[config.mk]
export PLATFORM = sky130hd
export DESIGN_NAME = program_counter_stack
export DESIGN_NICKNAME = d
export VERILOG_FILES = /design/src/rtl/pc_pkg.sv /design/src/rtl/pc_return_stack.sv /design/src/rtl/program_counter_stack.sv
export SDC_FILE = /design/constraint.sdc
export NUM_CORES = 1
export LEC_CHECK = 0
export CAP_MARGIN = 30
export CORE_MARGIN = 4
export CORE_UTILIZATION = 48
export DETAILED_ROUTE_END_ITERATION = 6
export PLACE_DENSITY = 0.77
export REMOVE_ABC_BUFFERS = 1
export SETUP_SLACK_MARGIN = 0.4
export SKIP_LAST_GASP = 1
export SLEW_MARGIN = 20
export SYNTH_ARGS = -nofsm -noshare
export SYNTH_HDL_FRONTEND = slang
export SYNTH_SLANG_ARGS = --single-unit
[constraint.sdc]
create_clock -name CLK -period 2.05 [get_ports CLK]
set_clock_uncertainty 0.1 [all_clocks]
set_input_delay 0.5125 -clock CLK [delete_from_list [all_inputs] [get_ports CLK]]
set_output_delay 0.5125 -clock CLK [all_outputs]
set_load 0.05 [all_outputs]
[src/rtl/pc_pkg.sv]
`default_nettype none
// +--------------------------------------------------------------------------+
// | pc_pkg: op encoding, default sizes and clog2 helper for the PC block.    |
// | Rev 1.0                                                                  |
// +--------------------------------------------------------------------------+
package pc_pkg;

  localparam int PC_ADDR_W_DEF      = 8;
  localparam int PC_STACK_DEPTH_DEF = 4;

  typedef enum logic [2:0] {
    PC_HOLD,
    PC_INC,
    PC_LOAD,
    PC_CALL,
    PC_RET,
    PC_BRANCH
  } pc_op_e;

  function automatic int clog2(input int value);
    int r;
    int v;
    r = 0;
    v = value - 1;
    while (v > 0) begin
      r = r + 1;
      v = v >> 1;
    end
    return r;
  endfunction

endpackage
`default_nettype wire

[src/rtl/pc_return_stack.sv]
`default_nettype none
// +--------------------------------------------------------------------------+
// | pc_return_stack: LIFO of return addresses with a registered top entry.   |
// | Rev 1.0                                                                  |
// +--------------------------------------------------------------------------+
module pc_return_stack
  import pc_pkg::*;
#(
  parameter int W     = PC_ADDR_W_DEF,
  parameter int DEPTH = PC_STACK_DEPTH_DEF
) (
  input  logic                  clk,
  input  logic                  rst,
  input  logic                  i_push,
  input  logic                  i_pop,
  input  logic [W-1:0]          i_din,
  output logic [W-1:0]          o_tos,
  output logic [clog2(DEPTH):0] o_sp,
  output logic                  o_full,
  output logic                  o_empty
);

  localparam int IDX_W = clog2(DEPTH);

  logic [W-1:0]     r_mem [DEPTH];
  logic [IDX_W:0]   r_sp;
  logic [W-1:0]     r_tos;
  logic [IDX_W:0]   w_sp_m2;
  logic [IDX_W-1:0] w_wr_idx;
  logic [IDX_W-1:0] w_below_idx;
  logic             w_do_push;
  logic             w_do_pop;

  assign o_full      = (r_sp == (IDX_W+1)'(DEPTH));
  assign o_empty     = (r_sp == '0);
  assign w_do_push   = i_push && !o_full;
  assign w_do_pop    = i_pop && !i_push && !o_empty;
  assign w_wr_idx    = r_sp[IDX_W-1:0];
  assign w_sp_m2     = r_sp - (IDX_W+1)'(2);
  assign w_below_idx = w_sp_m2[IDX_W-1:0];

  always_ff @(posedge clk) begin
    if (!rst && w_do_push) begin
      r_mem[w_wr_idx] <= i_din;
    end
  end

  // r_tos shadows the top entry so a pop can reload the PC in one cycle.
  always_ff @(posedge clk) begin
    if (rst) begin
      r_sp  <= '0;
      r_tos <= '0;
    end else if (w_do_push) begin
      r_tos <= i_din;
      r_sp  <= r_sp + (IDX_W+1)'(1);
    end else if (w_do_pop) begin
      r_tos <= r_mem[w_below_idx];
      r_sp  <= r_sp - (IDX_W+1)'(1);
    end
  end

  assign o_tos = r_tos;
  assign o_sp  = r_sp;

endmodule
`default_nettype wire

[src/rtl/program_counter_stack.sv]
`default_nettype none
// +--------------------------------------------------------------------------+
// | program_counter_stack: PC with load/inc/call/ret and a hardware return   |
// | stack. Optional PC_REL_BRANCH_EN adds relative branch. Rev 1.0           |
// +--------------------------------------------------------------------------+
module program_counter_stack
  import pc_pkg::*;
#(
  parameter int ADDR_W      = PC_ADDR_W_DEF,
  parameter int STACK_DEPTH = PC_STACK_DEPTH_DEF,
  parameter int STRIDE      = 1,
  parameter int RESET_VEC   = 0
) (
  input  logic                        CLK,
  input  logic                        RESET,
  input  logic                        en,
  input  logic                        load,
  input  logic                        call,
  input  logic                        ret,
  input  logic                        OE,
`ifdef PC_REL_BRANCH_EN
  input  logic                        branch,
  input  logic [ADDR_W-1:0]           offset,
`endif
  input  logic [ADDR_W-1:0]           PC_in,
  output logic [ADDR_W-1:0]           PC_out,
  output logic [ADDR_W-1:0]           count,
  output logic [clog2(STACK_DEPTH):0] sp,
  output logic                        ovf,
  output logic                        unf,
  output logic                        on
);

  localparam logic [ADDR_W-1:0] c_stride    = ADDR_W'(STRIDE);
  localparam logic [ADDR_W-1:0] c_reset_vec = ADDR_W'(RESET_VEC);

  pc_op_e            w_op;
  logic [ADDR_W-1:0] r_count;
  logic [ADDR_W-1:0] w_next;
  logic [ADDR_W-1:0] w_inc;
  logic [ADDR_W-1:0] w_tos;
  logic              r_ovf;
  logic              r_unf;
  logic              w_push;
  logic              w_pop;
  logic              w_set_ovf;
  logic              w_set_unf;
  logic              w_full;
  logic              w_empty;

  assign w_inc = r_count + c_stride;

  always_comb begin
    w_op = PC_HOLD;
    if (load)      w_op = PC_LOAD;
    else if (call) w_op = PC_CALL;
    else if (ret)  w_op = PC_RET;
`ifdef PC_REL_BRANCH_EN
    else if (branch) w_op = PC_BRANCH;
`endif
    else if (en)   w_op = PC_INC;
  end

  // A call on a full stack still jumps; only the push is suppressed.
  always_comb begin
    w_next    = r_count;
    w_push    = 1'b0;
    w_pop     = 1'b0;
    w_set_ovf = 1'b0;
    w_set_unf = 1'b0;
    case (w_op)
      PC_INC:  w_next = w_inc;
      PC_LOAD: w_next = PC_in;
      PC_CALL: begin
        w_next    = PC_in;
        w_push    = !w_full;
        w_set_ovf = w_full;
      end
      PC_RET: begin
        if (!w_empty) begin
          w_next = w_tos;
          w_pop  = 1'b1;
        end else begin
          w_set_unf = 1'b1;
        end
      end
`ifdef PC_REL_BRANCH_EN
      PC_BRANCH: w_next = r_count + offset;
`endif
      default: w_next = r_count;
    endcase
  end

  always_ff @(posedge CLK) begin
    if (RESET) begin
      r_count <= c_reset_vec;
      r_ovf   <= 1'b0;
      r_unf   <= 1'b0;
    end else begin
      r_count <= w_next;
      if (w_set_ovf) r_ovf <= 1'b1;
      if (w_set_unf) r_unf <= 1'b1;
    end
  end

  pc_return_stack #(
    .W     (ADDR_W),
    .DEPTH (STACK_DEPTH)
  ) u_stack (
    .clk     (CLK),
    .rst     (RESET),
    .i_push  (w_push),
    .i_pop   (w_pop),
    .i_din   (w_inc),
    .o_tos   (w_tos),
    .o_sp    (sp),
    .o_full  (w_full),
    .o_empty (w_empty)
  );

  assign count  = r_count;
  assign PC_out = OE ? r_count : '0;
  assign ovf    = r_ovf;
  assign unf    = r_unf;
  assign on     = en;

endmodule
`default_nettype wire

[Word-level counts from Yosys, hierarchy flattened]
Memories as Yosys holds them, arrays and structs flattened.
Cells that the tools add are included.
Storage, ports and cells
  register bits: 21
  bits in writable memories: 32
  bits of input ports: 15
  output and inout port bits: 22
  word-level logic and storage cells: 48
  memories kept: 1
Operators by class
  add/sub/neg operators: 4
  equality and inequality tests: 6
  muxes and demuxes: 19
  reduce and logical (&&, ||, !) cells: 13
Memories
  u_stack.r_mem: depth 4, bits a word 8, rd ports 1, clocked after Yosys merged registers in 0, write ports 1, RTL line pc_return_stack.sv:25  | logic [W-1:0] r_mem [DEPTH];
Operator list (number)
  8-bit two-way mux: 4
  8-bit case mux with 3 select lines: 1
  3-bit two-way mux: 5
  1-bit two-way mux: 9
  8-bit by 1-bit adder with 8-bit output, second input constant: 1
  3-bit by 2-bit equality test with 1-bit output, second input constant: 2
  3-bit equality test, second input constant: 2
  1-bit logical AND: 4
  1-bit logical NOT: 4
  3-bit by 1-bit adder with 3-bit output, second input constant: 1
  3-bit by 1-bit equality test with 1-bit output, second input constant: 1
  3-bit logical NOT: 1
  3-bit nonzero test: 1
  3-bit by 1-bit subtractor with 3-bit output, second input constant: 1
  2-bit inequality test, second input constant: 1
  2-bit AND reduction: 1
  2-bit nonzero test: 1
  2-bit OR reduction: 1
  2-bit subtractor, second input constant: 1

[Depth between registers and ports, before layout]
  word-level depth: 11
  depth in mapped cells: 9
  mapped depth without buffers: 8

[Cells and area by module]
A second synthesis with hierarchy kept.
Second synthesis, totals
  cell total of the unflattened synthesis: 216
  area total of the unflattened synthesis: 2581.2 µm²
Modules (own cells, without submodules)
  pc_return_stack: times used 1, cells an instance 112, area an instance 1794.2 µm², sequential area each 1181.1 µm²
  program_counter_stack: times used 1, cells an instance 104, area an instance 787.0 µm², sequential area each 200.2 µm²

[Least setup slack after synthesis]
OpenSTA, ideal clock, no wires.
  path kind: register to register
  start point: register u_stack.r_sp[0], in the netlist u_stack.o_sp[0]
  end point: memory u_stack.r_mem[1][0] (netlist name) (enable)
  setup time: 398 ps
  arrival: 2041 ps
  data required time: 1552 ps
  slack: -489 ps
  cell stages (with the launch flop): 4
  path buffers: 2
  clock period less this slack: 2539 ps
  cell sequence: dfxtp_1 buf_4 buf_6 nor4b_1
Between the ends
  longest elaborated chain between the ends: 7
RTL lines
  from (decl): RTL line pc_return_stack.sv:26  | logic [IDX_W:0] r_sp;
  from (signal assigned): RTL line pc_return_stack.sv:55  | r_sp <= r_sp + (IDX_W+1)'(1);
  from (signal assigned): RTL line pc_return_stack.sv:58  | r_sp <= r_sp - (IDX_W+1)'(1);
  3-bit equality test: RTL line pc_return_stack.sv:34  | assign o_full = (r_sp == (IDX_W+1)'(DEPTH));
  1-bit logical NOT: RTL line pc_return_stack.sv:36, program_counter_stack.sv:76
  1-bit two-way mux: RTL line program_counter_stack.sv:71  | case (w_op)
  1-bit logical AND: RTL line pc_return_stack.sv:36  | assign w_do_push = i_push && !o_full;
  1-bit logical AND: RTL line pc_return_stack.sv:43  | if (!rst && w_do_push) begin
  1-bit two-way mux: RTL line pc_return_stack.sv:43
  1-bit two-way mux (implied by the code): RTL line pc_return_stack.sv:44  | r_mem[w_wr_idx] <= i_din;
  to (decl): RTL line pc_return_stack.sv:25
Several ways; a longest one is shown, not always the timed one.

[Worst setup path after layout]
  start point: register u_stack.r_sp[1], in the netlist u_stack.o_sp[1]
  end point: register u_stack.r_sp[2], in the netlist u_stack.o_sp[2]
Between the ends
  longest elaborated chain between the ends: 7
  elaborated cells between the ends (all ways): 16
  classes of those cells: add/sub (2); eq/ne (1); mux (5); reduce/logical (8)
RTL lines
  3-bit equality test: RTL line pc_return_stack.sv:34
  1-bit logical NOT: RTL line pc_return_stack.sv:36, program_counter_stack.sv:76
  1-bit two-way mux: RTL line program_counter_stack.sv:71
  1-bit logical NOT: RTL line pc_return_stack.sv:37  | assign w_do_pop = i_pop && !i_push && !o_empty;
  1-bit logical AND (2 in series): RTL line pc_return_stack.sv:37
  2-bit nonzero test (no source line)
Several ways; a longest one is shown, not always the timed one. The select of a mux whose other input is x is not followed.
A chain may end at the register's enable or synchronous reset.

==> flow_metrics.tcl <==
set metrics [dict create \
    htreeDepth 2 \
    grt_pass1_vias 2028 \
    finalCriticalPeriod_ns 1.88 \
    crit_arrival_ns 2.04 \
    power.density_nw_per_um2 729 \
    hold_viol_final 0 \
    dieArea_um2 6490 \
    io_pins 37 \
    post-place-cells 338 \
    synthAdderAreaFrac 0.0129 \
    synth_xor_area_frac 0.0277 \
    worst_slew_pin_slew_ns 0.538 \
    port_buffers 36 \
    synth_edf_count 32 \
    setup_viol 0 \
    netlist_area_um2 2530 \
    area_growth_pct 47.9 \
    critPathKind "reg -> reg" \
    wl_per_cell_um 19.1 \
    irDropWorstVdd_mv 0.557 \
    synthSimpleGateAreaFrac 0.154 \
    hold_class "reg -> reg" \
    crit_path_max_fanout 3 \
    regArea_um2 1410 \
    final_nets 305 \
    synth_top_area_share 0.380 \
    fin_cells 359 \
    viasPerCell 5.80 \
    synth_cell_types 55 \
    drive_gt1_frac 0.488 \
    dp_hpwl_mm 4.35 \
    multi_input_area_um2 1230 \
    synth-seq-area-share 0.547 \
    final_util 0.732 \
    tns_ns 0 \
    synthMuxAreaShare 0.0753 \
    die_h_um 80.5 \
    antenna_found_initial 0 \
    start_util 0.495 \
    routed-via-count 2081 \
    ant_nets 0 \
    clock_path_buffers 2 \
    clock_sinks 53 \
    finalMaxSlewViolations 0 \
    grt_setup_unrepaired "yes" \
    root_buffer "clkbuf_8" \
    status "complete, no violations" \
    p_leak_nw 1.43 \
    clkTransAtPathRegs_ns 0.10 \
    synth_area_leaders "edfxtp_1 (38%), dfxtp_1 (17%), mux4_2 (7.1%)" \
    synth_most_common_cell "edfxtp_1" \
    cp_slowest_cell "dfxtp_4" \
    max_stage_delay_ns 0.38 \
    relSlewSlack 0.639 \
    grt_pass1_wl_mm 10.1 \
    cp.required_ns 2.20 \
    die_x_um 80.5 \
    grt_max_degree 18 \
    first_pass_iters 4 \
    cp-start-kind "flip-flop" \
    synth_ff_type "edfxtp_1" \
    endpoint_kind "flip-flop" \
    drtIter0Drc 129 \
    insertion_delay_ns 0.31 \
    synth_area_per_cell_um2 12.0 \
    cts_tree "built" \
    place.gp.congestion 0.873 \
    synthArstFlopShare 0 \
    timing.final.crit_share 0.919 \
    wirelength_mm 6.84 \
    path_cells "nor2_2 > nand2_1 > nand2_2 > fa_2 > nand2b_4 > o31a_1 > or3_1 > a21oi_2" \
    numCtsBuffers 5 \
    synth_top_family_by_area "simple AND/OR/NAND/NOR gates" \
    rows 26 \
    netlist_top_cells_count "edfxtp_1 (32), dfxtp_1 (21), nand2_1 (21)" \
    route.detailed.drc 0 \
    diodes 0 \
    yosys_warnings 0 \
    synth-seq-cells 53 \
    synth_cells 211 \
    core-area_um2 5110 \
    synth_top_area_cell "edfxtp_1" \
    track_usage 0.206 \
    maxCapViolCount 0 \
    overflow 0 \
    synth_compound_area_frac 0.145 \
    fmax_mhz 531 \
    fillCellCount 325 \
]
through the flow:
step | setup slack, ns | power (mW) | hold WS (ns) | cell area (um2)
3_5_place_dp | -0.578 | 1.97 | 0.332 | 3280
4_1_cts | 0.129 | 2.63 | 0.345 | 3530
6_report | 0.166 | 2.72 | 0.356 | 3740
3_3_place_gp | -0.543 | 1.96 | 0.326 | 3280
5_1_grt | 0.0607 | 2.82 | 0.390 | 3740
2_1_floorplan | -1.09 | 1.64 | 0.307 | 2430
worst paths after layout:
check / to / start / slack (ns) / cells after the start
worst max-delay path: u_stack.o_sp[2] / u_stack.o_sp[1] / 0.17 / 8
worst min register to register: u_stack.o_tos[4] / u_stack.o_tos[4] / 0.36 / 2
worst max register to register: u_stack.o_sp[2] / u_stack.o_sp[1] / 0.17 / 8
worst min-delay path: u_stack.o_tos[4] / u_stack.o_tos[4] / 0.36 / 2
logic make-up after synthesis:
family	after synthesis
AOI/OAI and AO/OA	49
DFF	53
and+or+nand+nor	74
xor gates and xnor gates	8
muxes	9
adders and majority gates	2
buffers and inverters	16
report_power, final:
group	internal, mW	switching, mW	leakage (nW)
clock network	0.244	0.357	0.0462
registers	1.19	0.0455	0.471
logic	0.432	0.455	0.915
cell type report:
class,count,area share
Sequential cell,53,0.378
Multi-Input combinational cell,142,0.329
Timing Repair Buffer,85,0.244
Tap cell,70,0.0234
Clock buffer,5,0.0184
Clock inverter,3,0.00569
Inverter,1,0.00100
flip-flops by register name, indices dropped and copies added, names as in the netlist:
| signal | flops |
|---|---|
| unf | 1 |
| u_stack.o_tos | 8 |
| u_stack.o_sp | 3 |
| u_stack.r_mem | 32 |
| ovf | 1 |
| count | 8 |
critical path, delay by kind of cell (launching register included):
family | cells | cell delay, ns
AOI/OAI and AO/OA | 2 | 0.35
adders and majority gates | 1 | 0.36
DFF | 1 | 0.38
and+or+nand+nor | 5 | 0.65
routing by layer:
| layer | part of all wire | vias to the layer above | global-route usage |
|---|---|---|---|
| met2 | 0.54 | 82 | 0.368 |
| met4 | 0.013 | 0 | 0.0524 |
| li1 | - | 954 | - |
| met1 | 0.38 | 1033 | 0.255 |
| met3 | 0.064 | 12 | 0.0381 |
| met5 | 0 | - | 0 |
placed cells by master (no fill, tap or decap), drive strengths merged, types with 3 or more instances in the layout:
cell / synthesis / routed
clkbuf: 4 / 5
nor3: 5 / 5
nand2b: 4 / 4
a22o: 3 / 3
buf: 11 / 74
nand2: 21 / 21
o21ai: 3 / 3
clkdlybuf4s50: 0 / 8
and2: 9 / 9
a21oi: 5 / 5
a21o: 3 / 3
xnor2: 6 / 6
a22oi: 5 / 5
dfxtp: 21 / 21
edfxtp: 32 / 32
a31oi: 5 / 5
a211oi: 5 / 5
nor2: 17 / 17
o211ai: 5 / 5
mux4: 8 / 8
nand3: 3 / 3
what timing repair did:
item,in CTS,in global routing
pin swaps,11,6
gates cloned,1,1
resized for setup,50,41
hold buffers,0,0
buffers inserted,4,7
endpoints found under the setup margin,70,71
(Power assumes the default switching activity.)
